===== src/rtl/wbc_cmd_master_pkg.sv =====
// ---------------------------------------------------------------------------
// wbc_cmd_master_pkg
//   Shared types for the command-to-WISHBONE master: bus widths, controller
//   states, response status codes and the latched command record.
// ---------------------------------------------------------------------------
package wbc_cmd_master_pkg;

  localparam int ADR_W = 20;
  localparam int DAT_W = 32;
  localparam int SEL_W = 4;

  // Controller states; exactly one bus transaction is ever in flight.
  typedef enum logic [1:0] {
    ST_IDLE       = 2'd0,
    ST_BUS        = 2'd1,
    ST_RETRY_WAIT = 2'd2,
    ST_RESP       = 2'd3
  } state_e;

  // Response status codes seen on rsp_status_o.
  typedef enum logic [1:0] {
    RSP_OK              = 2'b00,
    RSP_ERR             = 2'b01,
    RSP_TIMEOUT         = 2'b10,
    RSP_RETRY_EXHAUSTED = 2'b11
  } rsp_status_e;

  // Command captured at acceptance and replayed on every (re-)issue.
  typedef struct packed {
    logic             we;
    logic [ADR_W-1:0] adr;
    logic [DAT_W-1:0] dat;
    logic [SEL_W-1:0] sel;
  } cmd_t;

endpackage


===== src/rtl/wbc_cmd_master.sv =====
// ---------------------------------------------------------------------------
// wbc_cmd_master
//   Turns single commands from a valid/ready command port into classic
//   WISHBONE single cycles and returns one response per command.
//   A bus cycle ends on ack (ok), err (error), rty (re-issued up to MAX_RETRY
//   times with one idle cycle in between, then "retry exhausted") or after
//   TIMEOUT cycles without any termination (timeout).
//
// Parameters
//   TIMEOUT   : BUS-state cycles allowed without ack/err/rty (2..65535)
//   MAX_RETRY : re-issues after rty before giving up (0..15)
//
// Ports
//   clk_i, rst_i           : clock, synchronous active-high reset
//   cmd_valid_i/ready_o    : command handshake (ready only in IDLE)
//   cmd_we_i/adr_i/dat_i/sel_i : command fields
//   rsp_valid_o/ready_i    : response handshake
//   rsp_dat_o              : read data (0 for writes and failures)
//   rsp_status_o           : 00 ok, 01 err, 10 timeout, 11 retry exhausted
//   wbm_*                  : WISHBONE master port, all outputs registered
// ---------------------------------------------------------------------------
module wbc_cmd_master
  import wbc_cmd_master_pkg::*;
#(
  parameter int unsigned TIMEOUT   = 255,
  parameter int unsigned MAX_RETRY = 3
) (
  input  logic             clk_i,
  input  logic             rst_i,
  // command port
  input  logic             cmd_valid_i,
  output logic             cmd_ready_o,
  input  logic             cmd_we_i,
  input  logic [ADR_W-1:0] cmd_adr_i,
  input  logic [DAT_W-1:0] cmd_dat_i,
  input  logic [SEL_W-1:0] cmd_sel_i,
  // response port
  output logic             rsp_valid_o,
  input  logic             rsp_ready_i,
  output logic [DAT_W-1:0] rsp_dat_o,
  output logic [1:0]       rsp_status_o,
  // WISHBONE master
  output logic             wbm_cyc_o,
  output logic             wbm_stb_o,
  output logic             wbm_we_o,
  output logic [ADR_W-1:0] wbm_adr_o,
  output logic [DAT_W-1:0] wbm_dat_o,
  output logic [SEL_W-1:0] wbm_sel_o,
  input  logic             wbm_ack_i,
  input  logic             wbm_err_i,
  input  logic             wbm_rty_i,
  input  logic [DAT_W-1:0] wbm_dat_i
);

  localparam logic [15:0] TO_LAST   = 16'(TIMEOUT - 1);
  localparam logic [3:0]  RETRY_MAX = 4'(MAX_RETRY);

  state_e      state;
  cmd_t        cmd_q;
  logic [15:0] to_cnt;
  logic [3:0]  retry_cnt;
  logic        ready_q;
  logic        cyc_q;
  logic        we_q;
  logic        rsp_valid_q;
  logic [DAT_W-1:0] rsp_dat_q;
  rsp_status_e rsp_status_q;

  // NOTE: every register here is updated with non-blocking assignments so
  // all state moves together on the edge regardless of statement order.
  always_ff @(posedge clk_i) begin
    if (rst_i) begin
      state        <= ST_IDLE;
      cmd_q        <= '0;
      to_cnt       <= '0;
      retry_cnt    <= '0;
      ready_q      <= 1'b0;
      cyc_q        <= 1'b0;
      we_q         <= 1'b0;
      rsp_valid_q  <= 1'b0;
      rsp_dat_q    <= '0;
      rsp_status_q <= RSP_OK;
    end else begin
      case (state)
        ST_IDLE: begin
          if (cmd_valid_i && ready_q) begin
            cmd_q.we  <= cmd_we_i;
            cmd_q.adr <= cmd_adr_i;
            cmd_q.dat <= cmd_dat_i;
            cmd_q.sel <= cmd_sel_i;
            retry_cnt <= '0;
            to_cnt    <= '0;
            ready_q   <= 1'b0;
            cyc_q     <= 1'b1;
            we_q      <= cmd_we_i;
            state     <= ST_BUS;
          end else begin
            // Ready rises one cycle after reset release and stays up in IDLE.
            ready_q <= 1'b1;
          end
        end

        ST_BUS: begin
          // Terminations are checked in priority order ack > err > rty,
          // and any of them beats a timeout in the same cycle.
          if (wbm_ack_i) begin
            cyc_q        <= 1'b0;
            we_q         <= 1'b0;
            rsp_valid_q  <= 1'b1;
            rsp_dat_q    <= cmd_q.we ? '0 : wbm_dat_i;
            rsp_status_q <= RSP_OK;
            state        <= ST_RESP;
          end else if (wbm_err_i) begin
            cyc_q        <= 1'b0;
            we_q         <= 1'b0;
            rsp_valid_q  <= 1'b1;
            rsp_dat_q    <= '0;
            rsp_status_q <= RSP_ERR;
            state        <= ST_RESP;
          end else if (wbm_rty_i) begin
            cyc_q <= 1'b0;
            we_q  <= 1'b0;
            if (retry_cnt < RETRY_MAX) begin
              retry_cnt <= retry_cnt + 4'd1;
              state     <= ST_RETRY_WAIT;
            end else begin
              rsp_valid_q  <= 1'b1;
              rsp_dat_q    <= '0;
              rsp_status_q <= RSP_RETRY_EXHAUSTED;
              state        <= ST_RESP;
            end
          end else if (to_cnt == TO_LAST) begin
            cyc_q        <= 1'b0;
            we_q         <= 1'b0;
            rsp_valid_q  <= 1'b1;
            rsp_dat_q    <= '0;
            rsp_status_q <= RSP_TIMEOUT;
            state        <= ST_RESP;
          end else begin
            to_cnt <= to_cnt + 16'd1;
          end
        end

        ST_RETRY_WAIT: begin
          // One idle cycle, then re-issue the same command with a fresh
          // timeout window. Address/data/sel are still held in cmd_q.
          to_cnt <= '0;
          cyc_q  <= 1'b1;
          we_q   <= cmd_q.we;
          state  <= ST_BUS;
        end

        ST_RESP: begin
          if (rsp_ready_i) begin
            rsp_valid_q  <= 1'b0;
            rsp_dat_q    <= '0;
            rsp_status_q <= RSP_OK;
            ready_q      <= 1'b1;
            state        <= ST_IDLE;
          end
        end

        default: state <= ST_IDLE;
      endcase
    end
  end

  assign cmd_ready_o  = ready_q;
  assign rsp_valid_o  = rsp_valid_q;
  assign rsp_dat_o    = rsp_dat_q;
  assign rsp_status_o = rsp_status_q;
  assign wbm_cyc_o    = cyc_q;
  assign wbm_stb_o    = cyc_q;
  assign wbm_we_o     = we_q;
  assign wbm_adr_o    = cmd_q.adr;
  assign wbm_dat_o    = cmd_q.dat;
  assign wbm_sel_o    = cmd_q.sel;

endmodule


===== config.mk =====
export PLATFORM = sky130hd
export DESIGN_NAME = wbc_cmd_master
export DESIGN_NICKNAME = d
export VERILOG_FILES = /design/src/rtl/wbc_cmd_master_pkg.sv /design/src/rtl/wbc_cmd_master.sv
export SDC_FILE = /design/constraint.sdc
export NUM_CORES = 1
export LEC_CHECK = 0
export BUFFER_PORTS_ARGS = -buffer_cell sky130_fd_sc_hd__buf_2
export CORE_UTILIZATION = 38
export DETAILED_ROUTE_END_ITERATION = 10
export GPL_ROUTABILITY_DRIVEN = 0
export SLEW_MARGIN = 20
export SYNTH_ARGS = -nofsm -noshare
export SYNTH_HDL_FRONTEND = slang
export SYNTH_SLANG_ARGS = --single-unit
export TNS_END_PERCENT = 20

===== constraint.sdc =====
create_clock -name clk_i -period 4 [get_ports clk_i]
set_input_delay 0.8 -clock clk_i [delete_from_list [all_inputs] [get_ports clk_i]]
set_output_delay 0.8 -clock clk_i [all_outputs]
set_load 0.1 [all_outputs]

==> load_flow_metrics.sql, run 1 <==
INSERT INTO impl_metrics (metric_group, metric, value, unit) VALUES
('die', 'initial_core_util', '39.73', '%'),
('worst_setup_path', 'start_kind', 'register', ''),
('synthesis', 'leading_post_synthesis_cells_by_instance_count', 'nand2_1 (129), dfxtp_1 (117), a21oi_1 (64)', ''),
('clock_tree', 'postCtsSetupRepairBufs', '0', ''),
('die', 'design.die.area', '13870', 'um^2'),
('sta', 'fmax', '386.9', 'MHz'),
('global_routing', 'grt_first_pass_wirelength', '21040', 'um'),
('routing', 'wl_per_cell', '14.41', 'um'),
('clock_tree', 'cts_tree', 'done', ''),
('sta', 'finalSetupViolCount', '0', ''),
('worst_setup_path', 'timing.critical_path.required', '4350', 'ps'),
('sta', 'hold_violations_final', '0', ''),
('worst_setup_path', 'critical_path.slowest_cell', 'nor4b_4', ''),
('clock_tree', 'clk_path_buf_depth', '2', ''),
('routing', 'vias_per_cell', '5.162', ''),
('sta', 'max-slew-margin-rel', '32.29', '%'),
('global_routing', 'antenna_found_initial', '0', ''),
('final_layout', 'multi_input_logic_area', '2120', 'um^2'),
('final_layout', 'fin_nets', '804', ''),
('synthesis', 'post_syn_area_per_cell', '8.739', 'um^2'),
('clock_tree', 'cts.repair.resized', '0', ''),
('synthesis', 'synth.top_cells.by_area', 'dfxtp_1 (46%), nand2_1 (9.5%), buf_4 (8.4%), a21oi_1 (6.3%), a32o_1 (6.3%)', ''),
('worst_setup_path', 'worst-path-max-fanout', '17', ''),
('final_layout', 'n_fill_cell', '1241', ''),
('synthesis', 'synthesis.nets', '687', ''),
('pwr', 'share_of_total_power_consumed_by_net_switching', '44.34', '%'),
('die', 'die_h', '117.8', 'um'),
('final_layout', 'sequential_cell_area', '2342', 'um^2'),
('final_layout', 'fin_area', '6307', 'um^2'),
('die', 'rows', '41', ''),
('routing', 'drt_drc_violations_left', '0', ''),
('routing', 'final_antenna_net_count', '0', ''),
('synthesis', 'syn_inst', '583', ''),
('sta', 'finalMaxSlewViolations', '0', ''),
('routing', 'initialDrtViolationCount', '272', ''),
('run_status', 'status', 'finished, final reports clean', ''),
('pwr', 'total_power', '4.820', 'mW'),
('clock_tree', 'clk_transition_reported_paths', '50', 'ps'),
('global_routing', 'grt_max_degree', '70', ''),
('synthesis', 'synthMostInstantiatedCell', 'nand2_1', ''),
('worst_setup_path', 'critical_path_buf_inv_count', '1', ''),
('synthesis', 'postSynth.topFlopCell', 'dfxtp_1', ''),
('global_routing', 'grt_overflow', '0', ''),
('die', 'core_region_area', '12820', 'um^2'),
('min_path', 'hp-class', 'reg2reg', ''),
('pwr', 'comb_power_share', '39.0', '%'),
('synthesis', 'mappedNetlistArea', '5095', 'um^2'),
('routing', 'route.vias.total', '4563', ''),
('clock_tree', 'post_cts_hold_buffer_count', '0', ''),
('final_layout', 'flow.area_growth_from_synthesis', '23.80', '%'),
('placement', 'placement.cell_area', '5699', 'um^2'),
('placement', 'placement.io_buffers', '190', ''),
('worst_setup_path', 'cp_top_family', 'simple AND/OR/NAND/NOR gates', ''),
('pwr', 'power_report.internal_total', '2.682', 'mW'),
('pwr', 'netSwitchingPower', '2.137', 'mW'),
('global_routing', 'via_count_of_the_first_global_routing_pass', '4398', ''),
('synthesis', 'ys_seq_elements', '117', ''),
('final_layout', 'stdcell_count', '884', ''),
('pwr', 'power.leakage', '2.758', 'nW'),
('clock_tree', 'cts_sinks', '117', ''),
('final_layout', 'num_antenna_cells', '0', ''),
('worst_setup_path', 'critPathKind', 'reg2reg', ''),
('synthesis', 'synth_edf_count', '0', ''),
('synthesis', 'synthDominantAreaCellType', 'dfxtp_1', ''),
('pwr', 'power_per_cell_area', '764.1', 'nW/um^2'),
('clock_tree', 'cts_htree_levels', '4', ''),
('clock_tree', 'cts_root_buffer', 'clkbuf_16', ''),
('pwr', 'pwr-share-seq', '29.3', '%'),
('die', 'chipWidth', '117.8', 'um'),
('synthesis', 'ys_warn_count', '0', ''),
('pwr', 'max-vdd-ir-drop', '0.0004989', 'V');
## registers in the layout (all words and copies together) (netlist names)
signal        count
cmd_ready_o       1
cmd_q             1
to_cnt           16
wbm_sel_o         4
rsp_valid_o       1
wbm_adr_o        20
retry_cnt         4
rsp_status_o      2
wbm_dat_o        32
rsp_dat_o        32
state             2
wbm_cyc_o         1
wbm_we_o          1
## layout by cell type (no fill, tap or decap), types with 2 or more instances in the layout
cell       instances
o21a_1             7
nor4b_1            2
buf_4              4
nor3_1             7
dfxtp_1          117
a21oi_1           64
buf_2            190
inv_1             12
ha_1               8
nor4_1             7
clkbuf_8           3
o211ai_1           4
clkbuf_16         17
and3_1             5
nand3_1            6
nand2_1          129
a32o_1            32
and4_1             3
o211a_1            3
clkinv_2           4
a31oi_1            9
nor2_1             9
nor2b_1            4
clkbuf_1           2
a221o_1            3
mux2i_1            5
bufinv_16          3
nor3b_1            2
nand2b_1           2
a211oi_1           4
or4_1              3
o21ai_0            7
nand4_1           10
mux2_1             2
## logic make-up (layout without fill, tap and decap cells)
group                      Yosys count  in the layout  share of synthesized area, %
and+or+nand+nor                    197            197                         18.03
muxes                                7              7                         1.424
buffers and inverters              109            238                         12.87
AOI/OAI and AO/OA                  145            145                         19.74
DFF                                117            117                         45.97
adders and majority gates            8              8                         1.965
## routing by layer
metal	GRT usage, %	wire [um]
met1	22.86	5531
met2	30.07	5954
met3	5.717	1036
met4	7.933	212
met5	0	0
## worst min-delay path, stage by stage, from the launching register on
cell     delay (ps)
dfxtp_1         300
nand2_1          50
a21oi_1          50
## final timing paths
kind	slack (ps)	cells after the start	from	to
worst min register to register	450	2	wbm_dat_o[10]$_SDFFE_PP0P_	wbm_dat_o[10]$_SDFFE_PP0P_
worst min-delay path	450	2	wbm_dat_o[10]$_SDFFE_PP0P_	wbm_dat_o[10]$_SDFFE_PP0P_
worst max-delay path	1420	5	state[0]$_SDFFE_PP0P_	rsp_dat_o[18]$_SDFFE_PP0P_
worst max register to register	1420	5	state[0]$_SDFFE_PP0P_	rsp_dat_o[18]$_SDFFE_PP0P_
## per-stage QoR
step	util [%]	hold slack, ps	worst slack, ps
3_5_place_dp	44.44	445.4	1121
2_1_floorplan	-	436.7	1759
4_1_cts	49.12	452.7	1422
6_report	49.18	450.5	1415
3_3_place_gp	44.44	438.2	1232
5_1_grt	49.18	467.3	1184
## final cells by class
class | instances | area share (%)
repair buffers | 194 | 15.55
inverters | 13 | 0.7737
clock buffers | 22 | 7.518
multi-input cells | 357 | 33.60
flip-flops and latches | 117 | 37.14
clock inverters | 9 | 2.004
well taps | 172 | 3.412
## power groups by stage
| stage | clock [mW] | sequential [mW] | combinational [mW] |
|---|---|---|---|
| 2_1_floorplan | 0 | 1.91 | 1.21 |
| 3_3_place_gp | 0 | 1.43 | 1.86 |
| 3_5_place_dp | 0 | 1.44 | 1.88 |
| 4_1_cts | 1.57 | 1.41 | 1.88 |
| 5_1_grt | 1.61 | 1.43 | 1.98 |
| 6_report | 1.52 | 1.41 | 1.88 |
Note: power is estimated with default switching activity, not from simulation.
==> run 2, diff against run 1 <==
--- a/config.mk
+++ b/config.mk
@@ -5,6 +5,7 @@
 export SDC_FILE = /design/constraint.sdc
 export NUM_CORES = 1
 export LEC_CHECK = 0
+export ABC_AREA = 1
 export BUFFER_PORTS_ARGS = -buffer_cell sky130_fd_sc_hd__buf_2
 export CORE_UTILIZATION = 38
 export DETAILED_ROUTE_END_ITERATION = 10
==> constraint.sdc (replaced) <==
create_clock -name clk_i -period 2.4 [get_ports clk_i]
set_input_delay 0.48 -clock clk_i [delete_from_list [all_inputs] [get_ports clk_i]]
set_output_delay 0.48 -clock clk_i [all_outputs]
set_load 0.1 [all_outputs]
==> run 2 against run 1 <==
  * Power up 86%
  * Sequential share of layout area down 3.0 points
  * Largest cell class is now multi-input combinational cells
  * Area after synthesis up 12%
==> load_flow_metrics.sql, run 2 <==
INSERT INTO impl_metrics (metric_group, metric, value, unit) VALUES
('worst_setup_path', 'worstReg2RegStart', 'state[1]$_SDFFE_PP0P_', ''),
('die', 'core_region_area', '14590', 'um^2'),
('pwr', 'share_of_total_power_consumed_by_net_switching', '50.59', '%'),
('synthesis', 'leading_post_synthesis_cells_by_instance_count', 'dfxtp_1 (117), nand2_1 (112), a21oi_1 (106)', ''),
('synthesis', 'synth-async-reset-ratio', '0', '%'),
('global_routing', 'via_count_of_the_first_global_routing_pass', '4803', ''),
('sta', 'finalSetupViolCount', '0', ''),
('final_layout', 'flow.area_growth_from_synthesis', '19.91', '%'),
('pwr', 'max-vdd-ir-drop', '0.0008355', 'V'),
('sta', 'skew', '12.46', 'ps'),
('placement', 'detailedPlace.worstSlack', '332.2', 'ps'),
('worst_setup_path', 'end_kind', 'register', ''),
('sta', 'hold_violations_final', '0', ''),
('clock_tree', 'post_cts_hold_buffer_count', '0', ''),
('routing', 'initialDrtViolationCount', '265', ''),
('sta', 'final_min_period_over_clock_period', '86.88', '%'),
('synthesis', 'mappedNetlistArea', '5724', 'um^2'),
('final_layout', 'layout_commonest_cell', 'buf_2', ''),
('worst_setup_path', 'r2r_setup_slack', '310', 'ps'),
('pwr', 'comb_power_share', '47.5', '%'),
('routing', 'vias_per_cell', '4.752', ''),
('die', 'initial_core_util', '39.24', '%'),
('routing', 'drt_drc_violations_left', '0', ''),
('synthesis', 'synth_sequential_area_ratio', '40.92', '%'),
('clock_tree', 'cts_tree', 'done', ''),
('synthesis', 'post_syn_area_per_cell', '7.473', 'um^2'),
('min_path', 'worst_hold_path.endpoint', 'wbm_adr_o[17]$_SDFFE_PP0P_', ''),
('routing', 'route.vias.total', '5123', ''),
('clock_tree', 'worst_skew_pair.late_latency', '410', 'ps'),
('global_routing', 'grt_max_degree', '112', ''),
('routing', 'route.final.wire_length', '13490', 'um'),
('worst_setup_path', 'critical_path.slowest_cell', 'nand3_4', ''),
('worst_setup_path', 'critPathKind', 'reg2reg', ''),
('die', 'ioPinCount', '191', ''),
('synthesis', 'synthMostInstantiatedCell', 'dfxtp_1', ''),
('synthesis', 'synthDominantAreaCellType', 'dfxtp_1', ''),
('clock_tree', 'clk_path_buf_depth', '2', ''),
('worst_setup_path', 'worstRegToRegCells', '9', ''),
('pwr', 'pwr-share-seq', '27.7', '%'),
('die', 'rows', '44', ''),
('global_routing', 'antenna_found_initial', '1', ''),
('die', 'design.die.area', '15560', 'um^2'),
('sta', 'tightest_slew', '589.8', 'ps'),
('sta', 'grt_setup_unrepaired', 'false', ''),
('pwr', 'power.leakage', '2.998', 'nW'),
('sta', 'post-route-worst-setup-slack', '314.9', 'ps'),
('global_routing', 'grt_first_pass_wirelength', '22830', 'um'),
('final_layout', 'n_fill_cell', '1500', ''),
('sta', 'final_critical_period', '2085', 'ps'),
('worst_setup_path', 'worstPathCellList', 'inv_1, ha_1, inv_2, or2_1, nor2_2, nand2_4, nand3_4, nand2_1, a21oi_1', ''),
('synthesis', 'yosys.cell_types.count', '30', ''),
('synthesis', 'postSynth.topFlopCell', 'dfxtp_1', ''),
('final_layout', 'highest_count_cells_in_the_layout_ignoring_fill_and_taps', 'buf_2 (190), dfxtp_1 (117), nand2_1 (112)', ''),
('sta', 'max-slew-margin-rel', '60.68', '%'),
('synthesis', 'ys_warn_count', '0', ''),
('die', 'die_h', '124.7', 'um'),
('worst_setup_path', 'slowest_cell_delay_on_critical_path', '360', 'ps'),
('pwr', 'power_report.internal_total', '4.440', 'mW'),
('min_path', 'min_path_cells', '3', ''),
('routing', 'wl_per_cell', '12.52', 'um'),
('worst_setup_path', 'worst-endpoint-arrival', '2410', 'ps'),
('clock_tree', 'cts.repair.resized', '0', ''),
('min_path', 'hp-class', 'in2reg', ''),
('routing', 'detailedRoute.firstPassIterationCount', '5', ''),
('min_path', 'worst_hold_startpoint', 'cmd_adr_i[17]', ''),
('clock_tree', 'cts_root_buffer', 'clkbuf_16', ''),
('clock_tree', 'cts_buffers', '17', ''),
('worst_setup_path', 'worst_r2r_endpoint', 'rsp_dat_o[16]$_SDFFE_PP0P_', ''),
('synthesis', 'yosys.area.top_type_share', '40.92', '%'),
('run_status', 'status', 'finished, final reports clean', ''),
('pwr', 'power_per_cell_area', '1309', 'nW/um^2'),
('sta', 'finalMaxSlewViolations', '0', ''),
('worst_setup_path', 'cp_top_family', 'simple AND/OR/NAND/NOR gates', ''),
('pwr', 'netSwitchingPower', '4.545', 'mW'),
('pwr', 'total_power', '8.985', 'mW'),
('synthesis', 'synth.top_cells.by_area', 'dfxtp_1 (41%), a21oi_1 (9.3%), buf_4 (8.1%), nand2_1 (7.3%), o21ai_0 (5.7%)', ''),
('worst_setup_path', 'critical_path_buf_inv_count', '2', ''),
('sta', 'fin_setup_tns', '0', 'ps'),
('die', 'chipWidth', '124.7', 'um'),
('job', 'max_cap_violations', '0', ''),
('clock_tree', 'cts_sinks', '117', ''),
('global_routing', 'grt_util_all_layers', '17.88', '%'),
('sta', 'fmax', '479.6', 'MHz'),
('placement', 'placement.io_buffers', '190', ''),
('final_layout', 'layout-drive-gt1-share', '27.44', '%'),
('worst_setup_path', 'timing.critical_path.required', '2720', 'ps'),
('clock_tree', 'clk_transition_reported_paths', '50', 'ps'),
('synthesis', 'syn_inst', '766', ''),
('synthesis', 'synthesis.nets', '870', ''),
('global_routing', 'grt_overflow', '0', ''),
('placement', 'hpwl', '9237', 'um'),
('synthesis', 'synth_edf_count', '0', ''),
('clock_tree', 'cts_htree_levels', '4', ''),
('worst_setup_path', 'start_kind', 'register', ''),
('clock_tree', 'postCtsSetupRepairBufs', '0', ''),
('final_layout', 'fin_nets', '986', ''),
('routing', 'final_antenna_net_count', '0', ''),
('worst_setup_path', 'worst-path-max-fanout', '35', ''),
('pwr', 'clkPwrFrac', '24.8', '%'),
('synthesis', 'ys_seq_elements', '117', '');
## run 2: cell types whose count changed in the layout (fill, tap and decap cells not counted), sizes merged, moves of 19 or more
cell	delta
o21ai	+59
nand4	+29
inv	+72
nor2	+35
nor3b	+33
nand3	+19
a32o	-32
a21oi	+42
## run 2: power by group through the flow
stage	clock, mW	combinational [mW]	sequential [mW]
finish	2.23	4.27	2.49
global route	2.38	4.54	2.54
CTS	2.30	4.30	2.49
detailed placement	0	4.29	2.52
global placement	0	4.29	2.52
floorplan	0	3.11	3.32
## run 2: per-layer routing
layer | global-route usage, % | up-vias | routed length, um
li1 | - | 2691 | -
met1 | 23.09 | 2241 | 6266
met2 | 27.01 | 174 | 5893
met3 | 6.701 | 17 | 1124
met4 | 6.520 | 0 | 210
met5 | 0 | - | 0
## run 2: final cells by class
cell class / count / area, um^2 / share of cell area, %
diodes: 1 / 2.502 / 0.03646
clock buffers: 26 / 499.2 / 7.273
clock inverters: 4 / 22.52 / 0.3281
inverters: 86 / 322.8 / 4.703
multi-input cells: 457 / 2384 / 34.72
flip-flops and latches: 117 / 2342 / 34.12
well taps: 184 / 230.2 / 3.354
repair buffers: 203 / 1061 / 15.46
## run 2: tightest hold or removal path: cells and delay by family
family          cells  cell delay, ps
buf+inv             1              70
compound gates      2             170
## run 2: kinds of logic after synthesis
family,after synthesis,share of synthesized area (%)
xor+xnor,4,0.6121
buf+inv,192,17.66
fa+ha+maj,8,1.749
compound gates,175,15.58
flops,117,40.92
simple gates,270,23.48
## run 2: worst max path at each step
stage | from | to | slack, ps | cells past startpoint
final | state[1]$_SDFFE_PP0P_ | rsp_dat_o[16]$_SDFFE_PP0P_ | 310 | 9
after floorplan | cmd_ready_o$_SDFFE_PP0P_ | wbm_dat_o[10]$_SDFFE_PP0P_ | 370 | 5
after global routing | state[1]$_SDFFE_PP0P_ | rsp_dat_o[3]$_SDFFE_PP0P_ | 100 | 9
after detailed placement | state[1]$_SDFFE_PP0P_ | rsp_dat_o[12]$_SDFFE_PP0P_ | 330 | 9
after global placement | state[1]$_SDFFE_PP0P_ | rsp_status_o[0]$_SDFFE_PP0P_ | 420 | 9
after CTS | state[1]$_SDFFE_PP0P_ | rsp_dat_o[16]$_SDFFE_PP0P_ | 310 | 9
## run 2: metrics by stage
stage,utilization (%),instances,instance area [um^2],hold WS (ps)
global placement,43.46,1047,6340,427.9
CTS,47.03,1077,6862,331.3
floorplan,-,766,5724,423.5
finish,47.05,1078,6864,347.6
global route,47.03,1077,6862,353.5
detailed placement,43.46,1047,6340,431.3
==> run 3, diff against run 2 <==
--- a/config.mk
+++ b/config.mk
@@ -5,9 +5,9 @@
 export SDC_FILE = /design/constraint.sdc
 export NUM_CORES = 1
 export LEC_CHECK = 0
-export ABC_AREA = 1
 export BUFFER_PORTS_ARGS = -buffer_cell sky130_fd_sc_hd__buf_2
 export CORE_UTILIZATION = 38
+export CTS_CLUSTER_SIZE = 8
 export DETAILED_ROUTE_END_ITERATION = 10
 export GPL_ROUTABILITY_DRIVEN = 0
 export SLEW_MARGIN = 20
==> run 3 against run 2 <==
  * Sequential share of layout area up 2.8 points
  * Combinational power decreased by 25%
  * Register-to-register slack lost 40 ps
  * Largest power group unchanged
==> load_flow_metrics.sql, run 3 (synthesized netlist as in run 1, its figures left out) <==
INSERT INTO impl_metrics (metric_group, metric, value, unit) VALUES
('clock_tree', 'cts.repair.resized', '0', ''),
('final_layout', 'num_antenna_cells', '0', ''),
('sta', 'grt_setup_unrepaired', 'false', ''),
('worst_setup_path', 'start_kind', 'register', ''),
('clock_tree', 'cts_root_buffer', 'clkbuf_16', ''),
('die', 'die_h', '117.8', 'um'),
('sta', 'final_critical_period', '2124', 'ps'),
('placement', 'place.detailed.instances', '858', ''),
('die', 'ioPinCount', '191', ''),
('sta', 'skew', '7.505', 'ps'),
('placement', 'placement.io_buffers', '190', ''),
('worst_setup_path', 'worst-endpoint-arrival', '2470', 'ps'),
('final_layout', 'stdcell_count', '889', ''),
('worst_setup_path', 'worst-path-max-fanout', '6', ''),
('final_layout', 'finalCoreUtilization', '49.45', '%'),
('die', 'rows', '41', ''),
('sta', 'finalSetupViolCount', '0', ''),
('worst_setup_path', 'slowest_cell_delay_on_critical_path', '510', 'ps'),
('routing', 'drt_drc_violations_left', '0', ''),
('worst_setup_path', 'worstPathCellList', 'inv_1, ha_1, a21bo_2, a31oi_1, a21boi_0, a221o_1', ''),
('routing', 'final_antenna_net_count', '0', ''),
('sta', 'hold_violations_final', '0', ''),
('sta', 'max-slew-margin-rel', '54.87', '%'),
('routing', 'initialDrtViolationCount', '258', ''),
('global_routing', 'grt_max_degree', '65', ''),
('final_layout', 'multi_input_logic_area', '2112', 'um^2'),
('global_routing', 'grt_first_pass_wirelength', '20540', 'um'),
('final_layout', 'layout-drive-gt1-share', '32.64', '%'),
('routing', 'detailedRoute.firstPassIterationCount', '5', ''),
('worst_setup_path', 'timing.critical_path.required', '2750', 'ps'),
('pwr', 'max-vdd-ir-drop', '0.0006448', 'V'),
('die', 'core_region_area', '12820', 'um^2'),
('final_layout', 'fin_nets', '809', ''),
('final_layout', 'fin_area', '6342', 'um^2'),
('worst_setup_path', 'cp_top_family', 'compound AO/OA/AOI/OAI gates', ''),
('worst_setup_path', 'critPathKind', 'reg2reg', ''),
('routing', 'route.vias.total', '4573', ''),
('worst_setup_path', 'critical_path.slowest_cell', 'a21boi_0', ''),
('clock_tree', 'cts_buffers', '17', ''),
('worst_setup_path', 'critical_path_buf_inv_count', '1', ''),
('clock_tree', 'cts_htree_levels', '4', ''),
('final_layout', 'flow.area_growth_from_synthesis', '24.48', '%'),
('min_path', 'hp-class', 'in2reg', ''),
('global_routing', 'grt_util_all_layers', '18.34', '%'),
('sta', 'tightest_slew', '676.0', 'ps'),
('routing', 'wl_per_cell', '14.32', 'um'),
('global_routing', 'antenna_found_initial', '0', ''),
('worst_setup_path', 'end_kind', 'register', ''),
('run_status', 'status', 'finished, final reports clean', ''),
('sta', 'fmax', '470.8', 'MHz'),
('final_layout', 'highest_count_cells_in_the_layout_ignoring_fill_and_taps', 'buf_2 (190), nand2_1 (129), dfxtp_1 (117)', ''),
('pwr', 'power_per_cell_area', '1259', 'nW/um^2'),
('placement', 'hpwl', '8881', 'um'),
('final_layout', 'sequential_cell_area', '2342', 'um^2'),
('clock_tree', 'cts_tree', 'done', ''),
('clock_tree', 'postCtsSetupRepairBufs', '0', ''),
('placement', 'placement.cell_area', '5774', 'um^2'),
('global_routing', 'via_count_of_the_first_global_routing_pass', '4225', ''),
('die', 'chipWidth', '117.8', 'um'),
('sta', 'finalMaxSlewViolations', '0', ''),
('clock_tree', 'clk_path_buf_depth', '2', ''),
('clock_tree', 'clk_transition_reported_paths', '50', 'ps'),
('clock_tree', 'cts_sinks', '117', ''),
('pwr', 'power.leakage', '2.777', 'nW'),
('clock_tree', 'post_cts_hold_buffer_count', '0', ''),
('global_routing', 'grt_overflow', '0', ''),
('final_layout', 'layout_commonest_cell', 'buf_2', ''),
('routing', 'vias_per_cell', '5.144', ''),
('job', 'max_cap_violations', '0', ''),
('clock_tree', 'worst_skew_pair.late_latency', '410', 'ps'),
('sta', 'final_min_period_over_clock_period', '88.50', '%'),
('final_layout', 'n_fill_cell', '1212', ''),
('sta', 'whs', '279.8', 'ps'),
('die', 'design.die.area', '13870', 'um^2'),
('die', 'initial_core_util', '39.73', '%'),
('sta', 'fin_setup_tns', '0', 'ps'),
('routing', 'route.final.wire_length', '12730', 'um');
## run 3: cell count changes in the layout (fill, tap and decap cells not counted), sizes merged, moves of 9 or more
cell	before	now
nand4	39	10
nor3b	35	2
a21oi	106	64
nand2	118	129
nor2	44	9
inv	85	13
a32o	0	32
a31oi	0	9
o21ai	67	8
nand3	26	7
## run 3: layer usage
metal	track usage, %	part of all wire [%]
met1	23.05	45
met2	29.41	48
met3	5.669	6.7
met4	6.731	1.2
met5	0	0
## run 3: worst paths after layout
check,start,end,slack (ps),cells past startpoint
hold reg to reg,wbm_dat_o[18]$_SDFFE_PP0P_,wbm_dat_o[18]$_SDFFE_PP0P_,450,2
hold / removal,wbm_dat_i[4],rsp_dat_o[4]$_SDFFE_PP0P_,280,2
setup / recovery,state[0]$_SDFFE_PP0P_,to_cnt[10]$_SDFFE_PP0P_,280,6
setup reg to reg,state[0]$_SDFFE_PP0P_,to_cnt[10]$_SDFFE_PP0P_,280,6
## run 3: worst reg2reg max path, delay by kind of cell, from the launching register on
family                     cells  cell delay, ps
DFF                            1             350
buffers and inverters          1             100
AOI/OAI and AO/OA              4            1370
adders and majority gates      1             250
## run 3: power by group
part           leakage (nW)  internal, mW  total (mW)  switching (mW)
logic                  1.55         0.632        3.22            2.58
clock network         0.276          1.57        2.41           0.847
registers             0.950          2.20        2.35           0.148
## run 3: layout make-up
type / instances / share of cell area [%]
clock inverter: 9 / 1.637
inverter: 13 / 0.7694
timing repair buffer: 199 / 16.65
clock buffer: 22 / 7.319
tap: 172 / 3.393
multi-input combinational: 357 / 33.30
sequential: 117 / 36.93
## run 3: stage by stage
stage	total power [mW]	worst slack (ps)
final	7.983	275.9
after global routing	8.321	181.8
after CTS	8.050	353.0
after detailed placement	5.606	300.9
after global placement	5.559	408.2
after floorplan	5.197	159.5
